<file path="src/rtl/neo_sample_sequencer.sv">
// neo_sample_sequencer: stores samples in a circular buffer and replays the three newest as a (x[n-1], x[n], x[n+1]) triplet.
// Define NEO_SEQ_BYPASS_EN to take x[n+1] straight from the write register and skip the third memory read.
module neo_sample_sequencer #(
  parameter int N = 8,
  parameter int M = 16
) (
  input  logic                     Clk,
  input  logic                     reset,
  input  logic                     in_valid,
  output logic                     in_ready,
  input  logic signed [N-1:0]      in_data,
  output logic [$clog2(M)-1:0]     mem_waddr,
  output logic signed [N-1:0]      mem_wdata,
  output logic [$clog2(M)-1:0]     mem_raddr,
  input  logic signed [N-1:0]      mem_rdata,
  output logic                     out_valid,
  input  logic                     out_ready,
  output logic signed [N-1:0]      out_prev,
  output logic signed [N-1:0]      out_cur,
  output logic signed [N-1:0]      out_next,
  output logic                     primed
);
  localparam int AW = $clog2(M);
  typedef enum logic [2:0] {IDLE, WR, RA, RB, RC, RD, OUT} state_t;
  state_t state, state_nxt;
  logic [AW-1:0] wptr, w;
  logic [1:0] fill;
  assign in_ready = reset && (state == IDLE);
  assign primed = (fill == 2'd3);
  always_ff @(posedge Clk or negedge reset)
    if (!reset) state <= IDLE;
    else state <= state_nxt;
  always_comb begin
    state_nxt = state;
    case (state)
      IDLE: state_nxt = in_valid ? WR : IDLE;
      WR: state_nxt = primed ? RA : IDLE;
      RA: state_nxt = RB;
      RB: state_nxt = RC;
`ifdef NEO_SEQ_BYPASS_EN
      RC: state_nxt = OUT;
`else
      RC: state_nxt = RD;
      RD: state_nxt = OUT;
`endif
      OUT: state_nxt = out_ready ? IDLE : OUT;
      default: state_nxt = IDLE;
    endcase
  end
  // Write pair only moves on an accept, so idle cycles rewrite the same location harmlessly.
  always_ff @(posedge Clk or negedge reset)
    if (!reset) begin
      wptr <= '0;
      w <= '0;
      fill <= '0;
      mem_waddr <= '0;
      mem_wdata <= '0;
      mem_raddr <= '0;
      out_prev <= '0;
      out_cur <= '0;
      out_next <= '0;
      out_valid <= 1'b0;
    end else begin
      if (state == IDLE && in_valid) begin
        mem_waddr <= wptr;
        mem_wdata <= in_data;
        w <= wptr;
        wptr <= wptr + AW'(1);
        fill <= primed ? fill : fill + 2'd1;
      end
      if (state == WR && primed) mem_raddr <= w - AW'(2);
      if (state == RA) mem_raddr <= w - AW'(1);
      if (state == RB) out_prev <= mem_rdata;
      if (state == RC) out_cur <= mem_rdata;
`ifdef NEO_SEQ_BYPASS_EN
      if (state == RC) begin
        out_next <= mem_wdata;
        out_valid <= 1'b1;
      end
`else
      if (state == RB) mem_raddr <= w;
      if (state == RD) begin
        out_next <= mem_rdata;
        out_valid <= 1'b1;
      end
`endif
      if (state == OUT && out_ready) out_valid <= 1'b0;
    end
endmodule
</file>
<file path="config.mk">
export PLATFORM = sky130hd
export DESIGN_NAME = neo_sample_sequencer
export DESIGN_NICKNAME = d
export VERILOG_FILES = /design/src/rtl/neo_sample_sequencer.sv
export SDC_FILE = /design/constraint.sdc
export NUM_CORES = 1
export LEC_CHECK = 0
export ABC_AREA = 1
export CAP_MARGIN = 20
export CORE_ASPECT_RATIO = 1.5
export CORE_MARGIN = 3
export CORE_UTILIZATION = 45
export CTS_BUF_LIST = sky130_fd_sc_hd__clkbuf_8
export DETAILED_ROUTE_END_ITERATION = 16
export HOLD_SLACK_MARGIN = 0.1
export PLACE_DENSITY = 0.79
export SYNTH_ARGS = -nofsm -noshare
export SYNTH_HDL_FRONTEND = slang
export SYNTH_SLANG_ARGS = --single-unit
</file>
<file path="constraint.sdc">
create_clock -name Clk -period 1.4 [get_ports Clk]
set_clock_uncertainty 0.15 [all_clocks]
set_input_delay 0.28 -clock Clk [delete_from_list [all_inputs] [get_ports Clk]]
set_output_delay 0.28 -clock Clk [all_outputs]
set_load 0.02 [all_outputs]
</file>
==> flow_summary.ini <==
[outcome]
status = complete, but fails checks
violations = setup timing

[placed_design]
gp_congestion = 0.765
port_buffers = 62
dp_hpwl_mm = 3.37

[worst_setup_path]
r2r-start = state[1]
cp_top_family = flip-flops
rr_worst_depth = 7
timing.rr.end = mem_raddr[1]
cp-end-kind = output pin
startpoint = state[1]
crit_fanout = 2
cp.depth = 3
max_stage_delay_ps = 410
arrival_ps = 1090
r2r_slack_ps = -50
startpoint_type = flop
crit_type = reg -> out
crit_buf_inv = 1
cp_slowest_cell = dfrtp_1
cp_cell_sequence = nor2_4, and3_1, buf_6
cp.required_ps = 970
critPathCapture = in_ready

[clock_network]
clock-sinks = 50
clk_latency_ps = 300
cts_buffer_depth = 2
cts-root-buf = clkbuf_8
cts_tree = built
htreeDepth = 2
clk_pin_slew_worst_paths_ps = 90
cts_made_buffers = 5

[logic_synthesis]
syn_area_mm2 = 0.00216
synthDistinctLibCells = 23
yosysSeqAreaShare_pct = 57.9
ys_ff_latch = 50
synth_top_area_share_pct = 57.9
synthTopCellsByCount = nand2_1 (75), dfrtp_1 (50), o21ai_0 (24), inv_1 (19)
synthCells = 222
syn_area_per_cell_um2 = 9.73
synth_edf_count = 0
ys_warn_count = 0
synthArstFlopShare_pct = 100
yosysTopAreaCell = dfrtp_1
synth_flop_cell = dfrtp_1
synthesis.nets = 247
synthTopCellsByArea = dfrtp_1 (58%), nand2_1 (13%), o21ai_0 (5.6%), o21ai_2 (3.7%), inv_1 (3.3%)
yosysMostFrequentCell = nand2_1

[routing]
wl_mm = 4.78
drc = 0
drt_iter0_drc = 80
ant_nets = 0
dr.pass1.iters = 5
via_per_inst = 4.69
vias = 1760
wl_per_cell_um = 12.7

[global_routing]
grt_usage_pct = 17.7
antenna_found_initial = 0
grt_overflow = 0
grt_pass1_wl_mm = 8.03
grt_start_max_net_pins = 51
grt_pass1_vias = 1748

[final_layout]
final_layout_size_suffix_gt1_share_pct = 33.1
multi_input_area_um2 = 796
area_growth_pct = 40.3
seq_area_mm2 = 0.00125
fillers = 412
antenna_cells = 0
fin_nets = 335

[floorplan]
start_util_pct = 47.2
rows = 30
core_mm2 = 0.00458
dieArea_mm2 = 0.00568
die_w_um = 62.6
die_h_um = 90.8
ioPinCount = 63

[sta]
hold_viol = 0
finalSetupViolations = 5
fin_crit_ps = 1520
hold_ws_ps = 331
slew_violations = 0
tightest_slew_ps = 616
slew_headroom_pct = 58.9
setup_slack_ps = -123
rsz0062_at_grt = yes
fmax_mhz = 657
min_period_over_period_pct = 109

[power]
power.leakage_nw = 1.58
total_power_mw = 7.47
ir_drop_v = 0.00119
power_density_mw_per_mm2 = 2470

[worst_hold_path]
min-delay-path-class = reg -> reg
min_path_cells = 2

[flow_run]
max_cap_viol_count = 0
## where the power goes
| group | switching [mW] | internal (mW) | total [mW] | leakage [nW] |
|---|---|---|---|---|
| sequential | 0.403 | 2.16 | 2.56 | 0.610 |
| clock | 0.456 | 0.576 | 1.03 | 0.0626 |
| combinational | 2.26 | 1.62 | 3.88 | 0.903 |
| total | 3.12 | 4.36 | 7.47 | 1.58 |
## registers in the layout (all words and copies together), names as in the netlist
register   flops
mem_wdata      8
out_prev       8
w              4
wptr           4
fill           2
out_cur        8
mem_raddr      4
out_valid      1
state          3
out_next       8
## final cells by class
cell class | count | area share, %
Clock buffer | 6 | 2.73
Clock inverter | 2 | 1.11
Inverter | 23 | 2.93
Multi-Input combinational cell | 144 | 26.3
Sequential cell | 50 | 41.3
Tap cell | 64 | 2.64
Timing Repair Buffer | 86 | 23.0
## cell families (layout without fill, tap and decap cells)
logic type	Yosys count	count (layout)	synth area share (%)
AND/OR/NAND/NOR	98	98	20.8
AO/OA/AOI/OAI	35	35	9.79
flip-flops	50	50	57.9
adder cells (fa/ha/maj)	5	5	2.90
XOR/XNOR	6	6	2.43
buffers and inverters	28	117	6.14
## worst min-delay path: stages, from the launching register on
cell	delay [ps]
dfrtp_1	350
o21ai_1	60
nand2_1	50
## routing by layer
| layer | part of all wire, % | global-route usage (%) | vias to the layer above | wire [µm] |
|---|---|---|---|---|
| met5 | 0 | 0 | - | 0 |
| met4 | 1.9 | 7.73 | 0 | 91 |
| met3 | 3.2 | 2.62 | 7 | 154 |
| met2 | 55 | 31.8 | 39 | 2620 |
| met1 | 40 | 20.6 | 831 | 1910 |
| li1 | - | - | 883 | - |
## what timing repair did
| item | in CTS | in global routing |
|---|---|---|
| gates cloned | 0 | 0 |
| endpoints found under the setup margin | 47 | 52 |
| hold buffers | 1 | 0 |
| hold endpoints to repair | 50 | 0 |
| pin swaps | 2 | 7 |
| resized for setup | 139 | 41 |
| setup buffers | 2 | 2 |
## cell usage in the layout (no fill, tap or decap), drive strengths merged
master	netlist	final
nand2	77	77
buf	5	54
dfrtp	50	50
o21ai	34	34
inv	23	24
clkdlybuf4s50	0	18
nand3	12	12
clkbuf	0	10
clkdlybuf4s15	0	9
nor2	5	5
ha	5	5
xor2	4	4
nand4	2	2
xnor2	2	2
o21a	1	1
nand3b	1	1
and3	1	1
bufinv	0	1
dlygate4sd3	0	1
## how the worst min path moves through the flow
stage	start	to	slack [ps]
6_report	out_valid	out_valid	330
5_1_grt	out_prev[3]	out_prev[3]	360
4_1_cts	mem_wdata[5]	mem_wdata[5]	340
3_5_place_dp	reset	mem_raddr[0]	310
3_3_place_gp	reset	mem_raddr[0]	300
2_1_floorplan	reset	fill[0]	-170
## through the flow
step                TNS (ps)  std cells  util, %  worst slack [ps]  cell area (µm²)
detailed placement     -2590        362     65.3              -267             2990
CTS                     -187        373     69.3              -131             3170
floorplan                  0        222        -              6.34             2160
global route            -902        375     66.2              -161             3030
global placement       -1810        362     65.3              -250             2990
finish                  -270        375     66.2              -123             3030
Power figures use the tool's default switching activity.
